--- src/rtl/alu_op_sequencer.sv ---
// ALU front-end sequencer: accepts one command per handshake and steps it
// through operand load, ALU start, optional wait, writeback and response.
module alu_op_sequencer #(
  parameter int DATA_W = 8,
  parameter int OP_W = 4,
  parameter logic [(1<<OP_W)-1:0] LEGAL_MASK = '1,
  parameter logic [(1<<OP_W)-1:0] MULTI_MASK = 16'hF000,
  parameter int TIMEOUT = 15
) (
  input  logic              clk,
  input  logic              reset_n,
  input  logic              cmd_valid,
  output logic              cmd_ready,
  input  logic [OP_W-1:0]   cmd_op,
  input  logic [DATA_W-1:0] cmd_a,
  input  logic [DATA_W-1:0] cmd_b,
  output logic              a_load,
  output logic              b_load,
  output logic [DATA_W-1:0] a_data,
  output logic [DATA_W-1:0] b_data,
  output logic [OP_W-1:0]   alu_op,
  output logic              alu_start,
  input  logic              alu_done,
  output logic              out_load,
  output logic              rsp_valid,
  input  logic              rsp_ready,
  output logic              rsp_err,
  output logic              busy
);

  typedef enum logic [2:0] {
    S_INIT,
    S_IDLE,
    S_LOAD,
    S_EXEC,
    S_WAIT,
    S_WB,
    S_RESP
  } state_e;

  localparam logic [7:0] TMO_LAST = 8'(TIMEOUT - 1);

  state_e            state_q, state_d;
  logic [OP_W-1:0]   op_q, op_d;
  logic [DATA_W-1:0] a_q, a_d;
  logic [DATA_W-1:0] b_q, b_d;
  logic              err_q, err_d;
  logic [7:0]        timer_q, timer_d;

  always_ff @(posedge clk or negedge reset_n) begin
    if (!reset_n) begin
      state_q <= S_INIT;
      op_q    <= '0;
      a_q     <= '0;
      b_q     <= '0;
      err_q   <= 1'b0;
      timer_q <= '0;
    end else begin
      state_q <= state_d;
      op_q    <= op_d;
      a_q     <= a_d;
      b_q     <= b_d;
      err_q   <= err_d;
      timer_q <= timer_d;
    end
  end

  always_comb begin
    state_d = state_q;
    op_d    = op_q;
    a_d     = a_q;
    b_d     = b_q;
    err_d   = err_q;
    timer_d = timer_q;
    unique case (state_q)
      S_INIT: state_d = S_IDLE;
      S_IDLE: begin
        if (cmd_valid) begin
          op_d    = cmd_op;
          a_d     = cmd_a;
          b_d     = cmd_b;
          err_d   = !LEGAL_MASK[cmd_op];
          state_d = LEGAL_MASK[cmd_op] ? S_LOAD : S_RESP;
        end
      end
      S_LOAD: state_d = S_EXEC;
      S_EXEC: begin
        timer_d = '0;
        state_d = MULTI_MASK[op_q] ? S_WAIT : S_WB;
      end
      S_WAIT: begin
        // done beats a timeout landing on the same cycle
        if (alu_done) begin
          state_d = S_WB;
        end else if (timer_q == TMO_LAST) begin
          err_d   = 1'b1;
          state_d = S_RESP;
        end else begin
          timer_d = timer_q + 8'd1;
        end
      end
      S_WB:   state_d = S_RESP;
      S_RESP: if (rsp_ready) state_d = S_IDLE;
      default: state_d = S_INIT;
    endcase
  end

  assign cmd_ready = (state_q == S_IDLE);
  assign a_load    = (state_q == S_LOAD);
  assign b_load    = (state_q == S_LOAD);
  assign a_data    = a_q;
  assign b_data    = b_q;
  assign alu_op    = op_q;
  assign alu_start = (state_q == S_EXEC);
  assign out_load  = (state_q == S_WB);
  assign rsp_valid = (state_q == S_RESP);
  assign rsp_err   = (state_q == S_RESP) && err_q;
  // INIT is a reset-recovery slot, not work in progress
  assign busy      = (state_q != S_IDLE) && (state_q != S_INIT);

endmodule

--- config.mk ---
export PLATFORM = sky130hd
export DESIGN_NAME = alu_op_sequencer
export DESIGN_NICKNAME = d
export VERILOG_FILES = /design/src/rtl/alu_op_sequencer.sv
export SDC_FILE = /design/constraint.sdc
export NUM_CORES = 1
export LEC_CHECK = 0
export ABC_AREA = 1
export CORE_MARGIN = 2
export CORE_UTILIZATION = 49
export CTS_CLUSTER_SIZE = 12
export DETAILED_ROUTE_END_ITERATION = 12
export HOLD_SLACK_MARGIN = 0.12
export PLACE_DENSITY = 0.9
export SKIP_LAST_GASP = 1
export SYNTH_ARGS = -nofsm -noshare
export SYNTH_HDL_FRONTEND = slang
export SYNTH_SLANG_ARGS = --single-unit
--- constraint.sdc ---
create_clock -name clk -period 2.7 [get_ports clk]
set_input_delay 0.675 -clock clk [delete_from_list [all_inputs] [get_ports clk]]
set_output_delay 0.675 -clock clk [all_outputs]
set_load 0.01 [all_outputs]
After elaboration in Yosys (flattened, before gate mapping)
Memory sizes are Yosys's and may differ from the RTL's.
Cells that the tools add are included.
{"block": "op_classes", "n_eq_ne": 14, "n_reduce_logical": 11, "n_lt_le_gt_ge": 2, "n_div": 0, "n_mux": 16, "n_mul": 0, "shift": 0, "n_bitwise": 0, "addsub": 1}
{"operator": "3-bit one-hot mux with 7 select lines", "count": 1}
{"operator": "8-bit two-way mux", "count": 2}
{"operator": "8-bit one-hot mux with 2 select lines", "count": 1}
{"operator": "3-bit two-way mux", "count": 5}
{"operator": "4-bit by 5-bit less-than comparator with 1-bit output (second input constant)", "count": 2}
{"operator": "3-bit equality test (second input constant)", "count": 3}
{"operator": "8-bit by 1-bit adder with 8-bit output (second input constant)", "count": 1}
{"operator": "8-bit by 4-bit equality test with 1-bit output (second input constant)", "count": 1}
{"operator": "2-bit inequality test (second input constant)", "count": 4}
{"operator": "3-bit by 2-bit equality test with 1-bit output (second input constant)", "count": 2}
{"operator": "1-bit two-way mux", "count": 6}
{"operator": "3-bit AND reduction", "count": 2}
{"operator": "4-bit AND reduction", "count": 1}
{"operator": "2-bit nonzero test", "count": 2}
{"operator": "3-bit by 1-bit equality test with 1-bit output (second input constant)", "count": 1}
{"operator": "3-bit logical NOT", "count": 1}
{"operator": "3-bit by 1-bit inequality test with 1-bit output (second input constant)", "count": 1}
{"operator": "3-bit inequality test (second input constant)", "count": 1}
{"operator": "3-bit nonzero test", "count": 1}
{"operator": "1-bit logical AND", "count": 2}
{"operator": "2-bit by 1-bit inequality test with 1-bit output (second input constant)", "count": 1}
{"operator": "1-bit one-hot mux with 2 select lines", "count": 1}
{"operator": "2-bit AND reduction", "count": 1}
{"operator": "1-bit logical NOT", "count": 1}
{"block": "totals", "ram_bits": 0, "register_bits": 32, "mem_bits_ro": 32, "inputBits": 25, "elab_cells": 52, "mem_count": 2, "latch_bits": 0}
{"memory": "(name not given)", "depth": 16, "word_bits": 1, "rd": 1, "rd_ports_with_merged_regs": 0, "write_ports": 0, "line": "89", "source": "state_d = MULTI_MASK[op_q] ? S_WAIT : S_WB;"}
{"memory": "(name not given)", "depth": 16, "word_bits": 1, "rd": 1, "rd_ports_with_merged_regs": 0, "write_ports": 0, "line": "83", "source": "state_d = LEGAL_MASK[cmd_op] ? S_LOAD : S_RESP;"}

Depth between registers and ports, before layout
Gate-level depths: netlist of run 1.
{"block": "depth", "word_depth": 5, "ltp_mapped": 9}

Worst setup path after synthesis of run 1
Ideal clock, no wire load.
{"block": "synth_timing", "kind": "flip-flop to output port", "start": "register state_q[2]", "end": "output port b_load", "path_stages_with_launch": 5, "setup_slack_ns": 1.155, "arrival_ns": 0.870, "required_ns": 2.025, "path_cell_list": "dfrtp_1 -> inv_2 -> nand3_1 -> inv_1 -> buf_4"}
{"block": "synth_via", "elab_chain_len": 1}
{"item": "start, declared", "line": "43", "source": "state_e state_q, state_d;"}
{"item": "start signal, assigned", "line": "59", "source": "state_q <= state_d;"}
{"item": "3-bit by 2-bit equality test with 1-bit output"}
{"item": "end, declared", "line": "18", "source": "output logic b_load,"}
No other way between the ends.

Final worst setup path of run 1
{"block": "layout_timing", "start": "register state_q[0]", "end": "output port rsp_err"}
{"block": "layout_via", "elab_chain_len": 2}
{"item": "3-bit equality test", "line": "117", "source": "assign rsp_err = (state_q == S_RESP) && err_q;"}
{"item": "1-bit logical AND", "line": "117"}
{"item": "end, declared", "line": "27", "source": "output logic rsp_err,"}
No other way between the ends.

==> summary.md, run 1 <==
| Metric | Value |
|---|---|
| Status | finished clean |
| Synthesized flop and latch total | 32 |
| R2R depth | 6 |
| H-tree depth | 2 |
| Fin crit share | 88.4% |
| CP Cell Sequence | inv_2 > nand3_1 > nor2_1 > clkdlybuf4s50_1 |
| Startpoint types | register |
| Routed len/inst | 11.8 um |
| Post-Layout Cell Count | 300 |
| Sequential cell area fraction in the yosys report | 49.4% |
| CP Max Fanout | 5 |
| DPL Wire Length | 2.60 mm |
| Final setup viols | 0 |
| Pre-CTS setup slack | 0.649 ns |
| Worst-Skew Late Latency | 0.33 ns |
| Setup TNS | 0 ns |
| Area grow syn2layout | 37.1% |
| Final WS setup | 0.315 ns |
| Met3 usage | 8.40% |
| Post-CTS Repair Setup Buffers | 0 |
| Worst-margin pin slew | 0.410 ns |
| Final Slew Violations | 0 |
| Area post-placement | 2160 um2 |
| Count of final hold-check violations | 0 |
| Met2 Track Usage GR | 33.8% |
| Critical path's largest stage delay | 0.54 ns |
| Antenna-violating nets left | 0 |
| CP Class | reg2out |
| Hold buffers post-CTS | 0 |
| Cell Rows | 20 |
| Min Tclk post-route | 2.39 ns |
| Via density | 4.89 |
| Starting DRC count in detailed routing | 102 |
| I/O Buffers | 52 |
| Hold endpoint | b_data[2]$_DFFE_PN0P_ |
| Clock Root Buffer | clkbuf_4 |
| Switching part of the total | 39.3% |
| Die area | 3780 um2 |
| Crit path DAT | 1.71 ns |
| Layout cells sized above 1 | 12.1% |
| RSZ-0062 raised after global routing | no |
| Antenna cell count | 0 |
| Final hold slack | 0.486 ns |
| Number of remaining DRC errors | 0 |
| Worst path slowest cell | clkdlybuf4s50_1 |
| R2r setup slk | 1.18 ns |
| Clk buf depth | 2 |
| Clock share of power | 13.8% |
| NumNets Final | 282 |
| Reg-to-Reg End | b_data[7]$_DFFE_PN0P_ |
| Largest net degree at the start of global routing | 33 |
| Clock sink count | 32 |
| Comb power frac | 49.1% |
| CTS clk-pin slew, worst paths | 0.10 ns |
| Commonest non-fill, non-tap cell in the layout | nand2_1 |
| Slew margin rel. | 72.6% |
| Chip Height | 61.5 um |
| DIE WIDTH | 61.5 um |
| Power density over the cells | 945 nW/um2 |
| Core Region | 3100 um2 |
| Detailed-route via count | 1468 |
| VDD IR-drop max | 0.645 mV |
| First-pass GRT wire length | 5.81 mm |
| Total CTS buffers | 5 |
| Sequential power share | 37.0% |
| Switching Power | 825 uW |
| Number of antenna violations at the first check in global routing | 0 |
| Clock Skews | 0.00524 ns |
| Syn Nets | 227 |
| Max-Cap Viols | 0 |
| Most frequent cells in the layout | 83 x nand2_1, 52 x clkdlybuf4s50_1, 32 x dfrtp_1 |
| Congestion Overflow GR | 0 |
| Mapped cell area | 1620 um2 |
| Design area | 2220 um2 |
| Avg Cell Area, Syn | 8.10 um2 |
| Crit path required time | 2.03 ns |
| Post-Syn Instances | 200 |
| Initial core utilization | 52.2% |
| CTS tree | done |
| I/O Pins | 53 |
| Number of global-route vias before repair | 1304 |
| Gpl congestion | 0.845 |
| Tot GR Track Use | 21.2% |
| Pint | 1.28 mW |
| Detailed Routing Iterations Pass 1 | 4 |
| Gr busiest metal | met2 |
| M1 GR Usage | 25.7% |
| Reg-to-Reg Start | state_q[2]$_DFFE_PN0P_ |
| Resized cells post-CTS | 0 |
| Hold path cells | 2 |
| Final Util | 71.6% |
| Routed WL | 3.53 mm |
| Yosys Warn Count | 0 |
| Max Fclk | 419 MHz |
| Crit. End Element | output pin |
| Total chip power | 2.10 mW |
| Worst hold start | b_data[2]$_DFFE_PN0P_ |
| Hold/Removal Path Class | reg2reg |
| Unique masters post-synth | 23 |
| Dpl cells | 292 |
| Lkg Pwr | 1.06 nW |
flip-flops by register name (all words and copies together), names as in the netlist:
name and cells:
a_data 8, b_data 8, timer_q 8, alu_op 4, state_q 3, err_q 1
critical path: cells and delay by family (launching register included):
kind / cells / cell delay, ns
simple gates: 2 / 0.28
buf+inv: 2 / 0.66
flops: 1 / 0.43
power groups by stage:
stage / combinational (mW) / sequential (mW) / clock, mW
2_1_floorplan: 0.524 / 0.835 / 0
3_3_place_gp: 1.01 / 0.783 / 0
3_5_place_dp: 1.04 / 0.780 / 0
4_1_cts: 1.04 / 0.777 / 0.299
5_1_grt: 1.14 / 0.798 / 0.327
6_report: 1.03 / 0.778 / 0.291
per-layer routing:
layer | vias to the layer above | share of wire, %
li1 | 736 | -
met1 | 671 | 41
met2 | 54 | 49
met3 | 7 | 8.7
met4 | 0 | 1.5
met5 | - | 0
kinds of logic (layout without fill, tap and decap cells):
family,Yosys count,in the layout,share of synthesized area [%]
AOI/OAI and AO/OA,17,17,7.26
adders and majority gates,2,2,1.54
buffers and inverters,23,79,7.18
DFF,32,32,49.4
and+or+nand+nor,126,126,34.6
final cells by class:
type / count / area (um2)
Clock buffer: 8 / 58.8
Fill cell: 251 / 881
Tap cell: 44 / 55.1
Inverter: 17 / 68.8
Timing Repair Buffer: 54 / 536
Sequential cell: 32 / 801
Multi-Input combinational cell: 145 / 703
cell usage after synthesis (all sizes together):
cell type  count  area, um2
nand2         89        354
dfrtp         32        801
nand3         19        125
inv           17       68.8
nor2          16       67.6
o21ai         13       91.3
buf            6       47.6
ha             2       25.0
o21bai         2       15.0
a21oi          1       5.00
nand3b         1       7.51
o22ai          1       6.26
or2            1       6.26
how the worst max path moves through the flow:
stage                                      start                    end  slack (ns)  depth (start not counted)
final                     state_q[0]$_DFFE_PN0P_                rsp_err        0.31                          4
after global routing      state_q[2]$_DFFE_PN0P_              cmd_ready        0.22                          4
after CTS                 state_q[2]$_DFFE_PN0P_              cmd_ready        0.30                          4
after detailed placement               cmd_valid  b_data[5]$_DFFE_PN0P_        0.65                          6
after global placement    state_q[0]$_DFFE_PN0P_                rsp_err        0.69                          4
after floorplan           state_q[2]$_DFFE_PN0P_                 b_load        1.16                          4
No activity file was read; power rests on OpenSTA's default activity.
==> run 2: changes to the inputs <==
--- a/config.mk
+++ b/config.mk
@@ -9,7 +9,8 @@
 export CORE_MARGIN = 2
-export CORE_UTILIZATION = 49
+export CORE_UTILIZATION = 56
 export CTS_CLUSTER_SIZE = 12
 export DETAILED_ROUTE_END_ITERATION = 12
+export DONT_BUFFER_PORTS = 1
 export HOLD_SLACK_MARGIN = 0.12
-export PLACE_DENSITY = 0.9
+export PLACE_DENSITY = 0.76
 export SKIP_LAST_GASP = 1
--- a/constraint.sdc
+++ b/constraint.sdc
@@ -3,2 +3,2 @@
 set_output_delay 0.675 -clock clk [all_outputs]
-set_load 0.01 [all_outputs]
+set_load 0.005 [all_outputs]
==> summary.md, run 2 (synthesis gave the netlist of run 1 again) <==
| Metric | Value |
|---|---|
| Antenna cell count | 0 |
| CP Class | reg2out |
| Total CTS buffers | 5 |
| CTS clk-pin slew, worst paths | 0.11 ns |
| Most frequent cells in the layout | 83 x nand2_1, 32 x dfrtp_1, 16 x nand3_1 |
| Max Fclk | 512 MHz |
| H-tree depth | 2 |
| Clock Skews | 0.00836 ns |
| Routed len/inst | 13.5 um |
| Largest net degree at the start of global routing | 33 |
| Post-CTS Repair Setup Buffers | 0 |
| Cell Rows | 19 |
| Startpoint types | register |
| Crit. End Element | output pin |
| Worst path slowest cell | dfrtp_1 |
| Min Tclk post-route | 1.95 ns |
| Max-Cap Viols | 0 |
| CP Cell Sequence | inv_2 > nand3_2 > nand2_1 > inv_1 |
| Commonest non-fill, non-tap cell in the layout | nand2_1 |
| Core Region | 2760 um2 |
| WP depth | 4 |
| VDD IR-drop max | 0.749 mV |
| First-pass GRT wire length | 5.51 mm |
| Number of remaining DRC errors | 0 |
| Chip Height | 57.8 um |
| Tot GR Track Use | 21.7% |
| DIE WIDTH | 57.8 um |
| Worst-margin pin slew | 0.323 ns |
| Gpl congestion | 0.854 |
| Crit path DAT | 1.28 ns |
| Routed WL | 3.17 mm |
| Detailed Routing Iterations Pass 1 | 5 |
| Hold/Removal Path Class | in2async |
| RSZ-0062 raised after global routing | no |
| Worst path bufs/invs | 2 |
| Congestion Overflow GR | 0 |
| Post-Layout Cell Count | 235 |
| R2R depth | 6 |
| M1 GR Usage | 26.0% |
| Met2 Track Usage GR | 36.4% |
| Final Slew Violations | 0 |
| Clock sink count | 32 |
| Resized cells post-CTS | 0 |
| Critical path's largest stage delay | 0.48 ns |
| Lkg Pwr | 0.874 nW |
| Crit path required time | 2.03 ns |
| Power density over the cells | 1010 nW/um2 |
| Met3 usage | 7.14% |
| NumNets Final | 230 |
| Final hold slack | 0.146 ns |
| I/O Pins | 53 |
| DPL Wire Length | 2.35 mm |
| Final Util | 62.3% |
| Number of antenna violations at the first check in global routing | 0 |
| Setup TNS | 0 ns |
| Via density | 5.49 |
| Clock Root Buffer | clkbuf_4 |
| Status | finished clean |
| Initial core utilization | 58.8% |
| Dpl cells | 226 |
| CTS tree | done |
| Final setup viols | 0 |
| Die area | 3340 um2 |
| Number of global-route vias before repair | 1259 |
| Gr busiest metal | met2 |
| Worst-Skew Late Latency | 0.33 ns |
| CP delay by family, top | flip-flops |
| Area grow syn2layout | 6.10% |
| Layout cells sized above 1 | 16.2% |
| Fin crit share | 72.3% |
| I/O Buffers | 0 |
| Slew margin rel. | 78.4% |
| Detailed-route via count | 1291 |
| Clk buf depth | 2 |
| CP Max Fanout | 5 |
| Antenna-violating nets left | 0 |
| Count of final hold-check violations | 0 |
| Starting DRC count in detailed routing | 46 |
[run 2: changes by cell type in the layout (fill, tap and decap cells not counted)]
| cell | previous run | this run |
|---|---|---|
| buf_12 | 0 | 1 |
| buf_4 | 2 | 1 |
| bufinv_16 | 0 | 1 |
| clkbuf_1 | 2 | 0 |
| clkbuf_8 | 1 | 0 |
| clkdlybuf4s50_1 | 52 | 0 |
| clkinv_2 | 0 | 1 |
| clkinvlp_4 | 0 | 1 |
[run 2: stage by stage]
| stage | setup slack [ns] | instance area, um2 | power [mW] |
|---|---|---|---|
| 2_1_floorplan | 1.21 | 1620 | 1.29 |
| 6_report | 0.748 | 1720 | 1.74 |
| 4_1_cts | 0.743 | 1720 | 1.76 |
| 5_1_grt | 0.664 | 1720 | 1.88 |
| 3_3_place_gp | 1.19 | 1620 | 1.33 |
| 3_5_place_dp | 1.12 | 1620 | 1.37 |
[run 2: final cells by class]
class	count	area [um2]
inverters	17	68.8
clock inverters	3	42.5
clock buffers	5	37.5
repair buffers	2	27.5
multi-input cells	145	703
well taps	31	38.8
flip-flops and latches	32	801
fillers	251	1040
[run 2: repair_timing]
item | CTS | global route
hold buffers | 1 | 0
endpoints found under the setup margin | 0 | 0
endpoints found under the hold margin | 32 | 0
[run 2: final timing paths]
kind                                   startpoint                     end  slack (ns)
max reg2reg                state_q[2]$_DFFE_PN0P_   b_data[2]$_DFFE_PN0P_        1.10
min reg2reg                 a_data[7]$_DFFE_PN0P_   a_data[7]$_DFFE_PN0P_        0.51
min                                       reset_n  timer_q[2]$_DFFE_PN0P_        0.15
min in group clk                        rsp_ready  state_q[1]$_DFFE_PN0P_        0.44
max in group asynchronous                 reset_n   b_data[6]$_DFFE_PN0P_        2.38
max                        state_q[2]$_DFFE_PN0P_                    busy        0.75
[run 2: report_power, final]
group	switching [mW]	total [mW]	internal, mW
combinational	0.383	0.558	0.175
clock	0.175	0.368	0.193
sequential	0.163	0.815	0.652
[run 2: layer usage]
metal | wire (um) | share of wire, %
met1 | 1320 | 42
met2 | 1590 | 50
met3 | 203 | 6.4
met4 | 60 | 1.9
met5 | 0 | 0
[run 2: worst register-to-register path: stages (launching register included)]
cell and delay [ns]:
dfrtp_1 0.48, inv_2 0.13, nand3_2 0.17, nor2_4 0.31
inv_2 0.23, nand2_1 0.12, nand2_1 0.06
==> run 3: changes to the inputs <==
- PLACE_DENSITY: 0.76 -> 0.79
- clock period: 2.7 -> 1.7 ns (I/O delays scaled with it)
==> summary.md, run 3 (synthesis gave the netlist of run 1 again) <==
| Metric | Value |
|---|---|
| Status | finished clean |
| Routed WL | 3.21 mm |
| Crit. End Element | output pin |
| Critical path's largest stage delay | 0.45 ns |
| Antenna cell count | 0 |
| Initial core utilization | 58.8% |
| M1 GR Usage | 24.9% |
| R2r setup slk | 0.22 ns |
| Clock sink count | 32 |
| I/O Buffers | 0 |
| Fin crit share | 97.5% |
| Worst path slowest cell | dfrtp_1 |
| Core Region | 2760 um2 |
| Number of global-route vias before repair | 1262 |
| Antenna-violating nets left | 0 |
| CP Max Fanout | 5 |
| Reg-to-Reg Start | timer_q[0]$_DFFE_PN0P_ |
| Slew margin rel. | 80.3% |
| Commonest non-fill, non-tap cell in the layout | nand2_1 |
| Startpoint types | register |
| Lkg Pwr | 0.874 nW |
| R2R depth | 8 |
| Congestion Overflow GR | 0 |
| DIE WIDTH | 57.8 um |
| Routed len/inst | 13.7 um |
| Worst hold start | rsp_ready |
| Number of remaining DRC errors | 0 |
| Hold endpoint | state_q[1]$_DFFE_PN0P_ |
| Setup TNS | 0 ns |
| Hold/Removal Path Class | in2reg |
| Final hold slack | 0.193 ns |
| Via density | 5.46 |
| Area grow syn2layout | 6.33% |
| Starting DRC count in detailed routing | 45 |
| Most frequent cells in the layout | 83 x nand2_1, 31 x dfrtp_1, 16 x nand3_1 |
| Clock Skews | 0.00861 ns |
| Post-CTS Repair Setup Buffers | 0 |
| CTS clk-pin slew, worst paths | 0.09 ns |
| Chip Height | 57.8 um |
| Crit path DAT | 1.23 ns |
| Reg-to-Reg End | timer_q[0]$_DFFE_PN0P_ |
| CTS tree | done |
| Min Tclk post-route | 1.66 ns |
| Area post-placement | 1620 um2 |
| Detailed Routing Iterations Pass 1 | 4 |
| Max-Cap Viols | 0 |
| Met2 Track Usage GR | 35.2% |
| Max Fclk | 603 MHz |
| CP Cell Sequence | inv_2 > nand3_1 > nor2_1 |
| NumNets Final | 231 |
| RSZ-0062 raised after global routing | yes |
| CP delay by family, top | flip-flops |
| Fillers | 240 |
| I/O Pins | 53 |
| Total CTS buffers | 5 |
| DPL Wire Length | 2.35 mm |
| First-pass GRT wire length | 5.51 mm |
| Layout cells sized above 1 | 16.2% |
| Post-Layout Cell Count | 235 |
| H-tree depth | 2 |
| Design area | 1720 um2 |
| CP Class | reg2out |
| Worst path bufs/invs | 1 |
| Clk buf depth | 2 |
| Worst-Skew Late Latency | 0.34 ns |
| Dpl cells | 226 |
| Detailed-route via count | 1283 |
| Final Slew Violations | 0 |
| Worst-margin pin slew | 0.295 ns |
| Count of final hold-check violations | 0 |
| Final setup viols | 0 |
| Gr busiest metal | met2 |
| Number of antenna violations at the first check in global routing | 0 |
| Met3 usage | 8.71% |
| Cell Rows | 19 |
| Hold path cells | 1 |
| Clock Root Buffer | clkbuf_4 |
| Tot GR Track Use | 21.8% |
| Crit path required time | 1.27 ns |
| Power density over the cells | 1560 nW/um2 |
| VDD IR-drop max | 1.12 mV |
| Die area | 3340 um2 |
| Gpl congestion | 0.857 |
| Largest net degree at the start of global routing | 33 |
## run 3: metal layers
layer	wire length (um)	up-vias
met5	0	-
met4	74	0
met3	238	10
met2	1600	53
met1	1300	589
li1	-	631
## run 3: metrics by stage
| stage | util (%) | setup slack, ns | power (mW) |
|---|---|---|---|
| finish | 62.5 | 0.0423 | 2.68 |
| global route | 62.5 | -0.0175 | 2.90 |
| CTS | 62.2 | 0.0319 | 2.68 |
| floorplan | - | 0.416 | 2.05 |
| global placement | 58.7 | 0.372 | 2.11 |
| detailed placement | 58.7 | 0.253 | 2.17 |
## run 3: cell type report
cell class              count  area (um2)  share of cell area, %
clock buffers               7        65.1                   3.78
well taps                  31        38.8                   2.25
repair buffers              3        37.5                   2.18
flip-flops and latches     32         802                   46.6
inverters                  17        68.8                   3.99
multi-input cells         145         711                   41.2
## run 3: worst max-delay path by stage
| stage | cells after the start | slack, ns | from | endpoint |
|---|---|---|---|---|
| final | 3 | 0.04 | state_q[0]$_DFFE_PN0P_ | rsp_err |
| after global routing | 3 | -0.02 | state_q[0]$_DFFE_PN0P_ | rsp_err |
| after CTS | 4 | 0.03 | state_q[2]$_DFFE_PN0P_ | busy |
| after detailed placement | 8 | 0.25 | timer_q[0]$_DFFE_PN0P_ | timer_q[0]$_DFFE_PN0P_ |
| after global placement | 8 | 0.37 | timer_q[0]$_DFFE_PN0P_ | timer_q[1]$_DFFE_PN0P_ |
| after floorplan | 9 | 0.42 | timer_q[0]$_DFFE_PN0P_ | timer_q[5]$_DFFE_PN0P_ |
## run 3: worst register-to-register path, cell delays in order, from the launching register on
cell     delay, ns
dfrtp_1       0.43
inv_1         0.10
ha_1          0.15
nand3_1       0.07
nor2_1        0.18
nand2_2       0.09
nand3_4       0.18
nand2_1       0.10
o21ai_0       0.10
## run 3: repair_timing
| item | 4_1_cts | 5_1_grt |
|---|---|---|
| resized for setup | 0 | 2 |
| hold endpoints to repair | 32 | 0 |
| setup endpoints to repair | 0 | 2 |
| hold buffers | 2 | 0 |
## run 3: power by group
| part | switching [mW] | total [mW] | internal [mW] |
|---|---|---|---|
| Sequential | 0.262 | 1.30 | 1.04 |
| Combinational | 0.607 | 0.895 | 0.288 |
| Clock | 0.253 | 0.487 | 0.234 |
| Total | 1.12 | 2.68 | 1.56 |
==> variant 1, RTL diff (config.mk and constraints of run 3) <==
Change the parameter `DATA_W` from 8 to 12.
--- a/src/rtl/alu_op_sequencer.sv
+++ b/src/rtl/alu_op_sequencer.sv
@@ -1,7 +1,7 @@
 // ALU front-end sequencer: accepts one command per handshake and steps it
 // through operand load, ALU start, optional wait, writeback and response.
 module alu_op_sequencer #(
-  parameter int DATA_W = 8,
+  parameter int DATA_W = 12,
   parameter int OP_W = 4,
   parameter logic [(1<<OP_W)-1:0] LEGAL_MASK = '1,
   parameter logic [(1<<OP_W)-1:0] MULTI_MASK = 16'hF000,
Interface: changed (resized a_data, b_data, cmd_a and cmd_b); port bits go from 53 to 69. No check against the original RTL was run, so the function may have changed too.
==> variant 1 against run 3 <==
  * Non-clock buffer count rose by 2
  * Highest routed layer unchanged
  * Utilization fell by 0.65 points
  * Power rose by 23%
  * Cell area rose by 20%
  * Sequential cell count rose by 8
  * Setup slack improved by 0.067 ns
  * Wire length rose by 11%
  * Synthesized area rose by 19%
==> variant 1: results (changes against run 3) <==
status=completed (unchanged); CP max FO=5 (unchanged); wire per inst=12.5 µm (was 13.7 µm); register area share after synthesis=51.7% (was 49.4%); port bufs=0 (unchanged); share of cells above drive strength 1=19.0% (was 16.2%); Primary FF master, synth=dfrtp_1 (unchanged); detailed-route via count=1439 (was 1283); Worst EP arrival=1.17 ns (was 1.23 ns); syn_nets=267 (was 227); VDD IR max=993 µV (was 1120 µV); leakage power=1.07 nW (was 0.874 nW); Tot GR Track Use=20.6% (was 21.8%); post-DP HPWL=2480 µm (was 2350 µm); largest net degree at the start of global routing=41 (was 33); WL met3=285 µm (was 238 µm); initial antenna violation count=0 (unchanged); Async SR Flop Fraction=100% (unchanged); gpl congestion=0.751 (was 0.857); top cells by area, synth=dfrtp_1 (52%), nand2_1 (19%), nand2_2 (4.9%), nand3_1 (3.6%), buf_6 (2.9%) (was dfrtp_1 (49%), nand2_1 (19%), nand3_1 (4.9%), o21ai_2 (3.8%), nor2_1 (3.5%)); Hold WC Path Type=in -> reg (unchanged); proportion of synthesized area in mux cells=0% (unchanged); CTS H-Tree Depth=2 (unchanged); Adder-Cell Fraction of Synth Area=1.29% (was 1.54%); clk_lat worst skew=~0.35 ns; drt pass-1 iters=4 (unchanged); 1st-iter DRT viols=68 (was 45); Sw Ratio=39.6% (was 41.8%); vias in the first global route=1425 (was 1262); top cells by count, synth=nand2_1 (100), dfrtp_1 (40), nand2_2 (15), nor2_1 (15), nand3_1 (14) (was nand2_1 (83), dfrtp_1 (32), nand3_1 (16)); global-route wire length before repair=6290 µm (was 5510 µm); hold_buf cts=2 (unchanged); Yosys warning count=0 (unchanged); Comb pwr share=32.1% (was 33.4%); setup repair bufs after CTS=0 (unchanged); metal2 WL=1630 µm (was 1600 µm); synth unique cells=22 (was 23); Rel. slew slack=76.1% (was 80.3%); Synth Area in Compound Gates=6.08% (was 7.26%); clk slew on worst S/H paths=0.12 ns (was 0.09 ns); ant diodes=0 (unchanged); Seq pwr share=49.1% (was 48.5%); final clock skew=0.0104 ns (was 0.00861 ns); Met1 Routed Length=1570 µm (was 1300 µm)
==> variant 1: area by class of cell <==
| cell class | instances | area (µm²) |
|---|---|---|
| multi-input combinational | 169 | 803 |
| timing repair buffer | 5 | 65.1 |
| fill | 289 | 1270 |
| inverter | 15 | 56.3 |
| clock buffer | 5 | 37.5 |
| clock inverter | 3 | 42.5 |
| tap | 46 | 57.6 |
| sequential | 40 | 1000 |
==> variant 1: critical path, stage by stage (launching register included) <==
cell     delay, ns
dfrtp_1       0.43
inv_2         0.10
nand3_1       0.15
nor2_2        0.14
==> variant 1: kinds of logic after synthesis <==
| group | after synthesis |
|---|---|
| and+or+nand+nor | 150 |
| DFF | 40 |
| buffers and inverters | 23 |
| AOI/OAI and AO/OA | 17 |
| adders and majority gates | 2 |
==> variant 1: final timing paths <==
check / from / endpoint / slack, ns / cells after the start
worst min register to register: b_data[8] / b_data[8] / 0.52 / 2
worst min-delay path: cmd_valid / state_q[0] / 0.16 / 1
min in group asynchronous: reset_n / state_q[1] / 0.51 / 2
worst max register to register: timer_q[0] / timer_q[1] / 0.22 / 8
max in group asynchronous: reset_n / timer_q[7] / 0.98 / 2
worst max-delay path: state_q[0] / rsp_err / 0.11 / 3
==> variant 1: metrics by stage <==
stage	worst slack [ns]	util (%)	instance area [µm²]	cells	power [mW]
after floorplan	0.391	-	1930	232	2.50
after global placement	0.198	58.0	1940	272	2.62
after detailed placement	0.133	58.0	1940	272	2.66
after CTS	0.0548	61.3	2050	282	3.31
after global routing	0.0187	61.8	2060	283	3.62
final	0.110	61.8	2060	283	3.31
==> variant 1: layer usage <==
layer	up-vias	track usage [%]
met5	-	0
met4	0	8.33
met3	4	7.75
met2	47	33.2
met1	658	25.0
li1	730	-
==> variant 2, RTL diff (flow settings as in run 3) <==
Without the edit above. Re-encode `state_e` (7 states) as Gray code, 3 bits wide.
--- a/src/rtl/alu_op_sequencer.sv
+++ b/src/rtl/alu_op_sequencer.sv
@@ -29,13 +29,13 @@
 );
 
   typedef enum logic [2:0] {
-    S_INIT,
-    S_IDLE,
-    S_LOAD,
-    S_EXEC,
-    S_WAIT,
-    S_WB,
-    S_RESP
+    S_INIT = 3'b000,
+    S_IDLE = 3'b001,
+    S_LOAD = 3'b011,
+    S_EXEC = 3'b010,
+    S_WAIT = 3'b110,
+    S_WB   = 3'b111,
+    S_RESP = 3'b101
   } state_e;
 
   localparam logic [7:0] TMO_LAST = 8'(TIMEOUT - 1);
Function: same outputs for any inputs over 10 cycles, from zero or initial values and one cycle with reset_n low; not proved beyond that.
==> variant 2 against run 3 <==
  * Via count shrank 0.62%
  * Power shrank 1.0%
  * Synthesized area grew 0.39%
  * Cell count grew 5.5%
  * Sequential cell count is the same
  * Setup slack gained 0.073 ns
  * Synthesized cell count grew 7.0%
  * Cell area grew 0.36%
  * Wire length shrank 5.4%
  * Fmax grew 4.6%
  * Utilization grew 0.23 points
  * Clock skew shrank 0.0048 ns
  * Largest cell class unchanged
  * Highest routed layer unchanged
==> variant 2: results (changes against run 3) <==
worst flop-to-flop path endpoint=timer_q[1] (was timer_q[0]); post-DP HPWL=2190 µm (was 2350 µm); gpl congestion=0.835 (was 0.857); Hold WC Path Type=in -> reg (unchanged); initial antenna violation count=0 (unchanged); xor/xnor cell area share of the yosys netlist=0.538% (was 0%); critical path startpoint=state_q[1] (was state_q[0]); register area share after synthesis=49.2% (was 49.4%); CTS buffer count=5 (unchanged); Tot GR Track Use=20.3% (was 21.8%); synthesized area=1630 µm² (was 1620 µm²); Adder-Cell Fraction of Synth Area=1.54% (about the same); vias in the first global route=1168 (was 1262); final clock skew=0.00385 ns (was 0.00861 ns); status=completed (unchanged); CTS H-Tree Depth=2 (unchanged); vias per cell=5.14 (was 5.46); proportion of synthesized area in mux cells=0% (unchanged); VDD IR max=1340 µV (was 1120 µV); FILL cells=267 (was 240); share of cells above drive strength 1=11.5% (was 16.2%); Least-Margin Pin Slew=0.313 ns (was 0.295 ns); Critical Path End=a_load (was rsp_err); synth unique cells=21 (was 23); R2R cell count=8 (unchanged); CP max FO=8 (was 5); global-route wire length before repair=5090 µm (was 5510 µm); Synth Area in Compound Gates=3.46% (was 7.26%); Final nets=243 (was 231); top cells by area, synth=dfrtp_1 (49%), nand2_1 (23%), inv_1 (4.2%), nand3_1 (4.0%), buf_6 (3.5%) (was dfrtp_1 (49%), nand2_1 (19%), nand3_1 (4.9%), o21ai_2 (3.8%), nor2_1 (3.5%)); final WL=3030 µm (was 3210 µm); R2R setup slack=0.30 ns (was 0.22 ns); top cells by count, synth=nand2_1 (101), dfrtp_1 (32), inv_1 (18) (was nand2_1 (83), dfrtp_1 (32), nand3_1 (16)); 1st-iter DRT viols=64 (was 45); leakage power=0.933 nW (was 0.874 nW)
variant 2: worst max-delay path: stages, from the launching register on:
cell and delay [ns]:
dfrtp_2 0.47, inv_1 0.11, nor3_2 0.25
variant 2: worst min-delay path by stage:
stage	startpoint	endpoint	slack [ns]	cells after the start
floorplan	reset_n	a_data[0]	0.13	0
global placement	reset_n	timer_q[2]	0.13	0
detailed placement	reset_n	timer_q[0]	0.13	0
CTS	alu_done	err_q	0.16	1
global route	alu_done	err_q	0.16	1
finish	alu_done	err_q	0.18	1
variant 2: stage by stage:
stage	std cells	hold slack (ns)	cell area [µm²]	utilization (%)	worst slack, ns
global route	248	0.161	1730	62.7	0.0302
CTS	248	0.156	1720	62.5	0.0121
detailed placement	238	0.131	1600	57.9	0.317
finish	248	0.178	1730	62.7	0.115
global placement	238	0.130	1600	57.9	0.327
floorplan	214	0.129	1630	-	0.352
variant 2: kinds of logic (layout without fill, tap and decap cells):
logic type / Yosys count / count (layout)
compound gates: 10 / 10
buf+inv: 29 / 32
fa+ha+maj: 2 / 2
xor+xnor: 1 / 1
flops: 32 / 32
simple gates: 140 / 140
variant 2: routing by layer:
layer / GRT usage [%] / vias up / routed length (µm)
li1: - / 647 / -
met1: 24.3 / 577 / 1300
met2: 33.1 / 43 / 1460
met3: 6.25 / 8 / 211
met4: 10.3 / 0 / 65
met5: 0 / - / 0
variant 2: layout make-up:
class                           count  area [µm²]  area share, %
Sequential cell                    32         803           46.5
Clock buffer                        7        65.1           3.76
Timing Repair Buffer                3        37.5           2.17
Clock inverter                      1        30.0           1.74
Multi-Input combinational cell    153         676           39.1
Tap cell                           31        38.8           2.24
Inverter                           21        78.8           4.56
variant 2: where the power goes:
part,internal [mW],total [mW],switching [mW]
logic,0.241,0.697,0.456
clock network,0.390,0.648,0.258
registers,1.04,1.31,0.270
variant 2: timing repair:
| action | 4_1_cts | 5_1_grt |
|---|---|---|
| endpoints found under the setup margin | 2 | 3 |
| gates resized for setup | 1 | 2 |
| hold buffers | 2 | 0 |
| endpoints found under the hold margin | 32 | 0 |
| pin swaps | 0 | 0 |
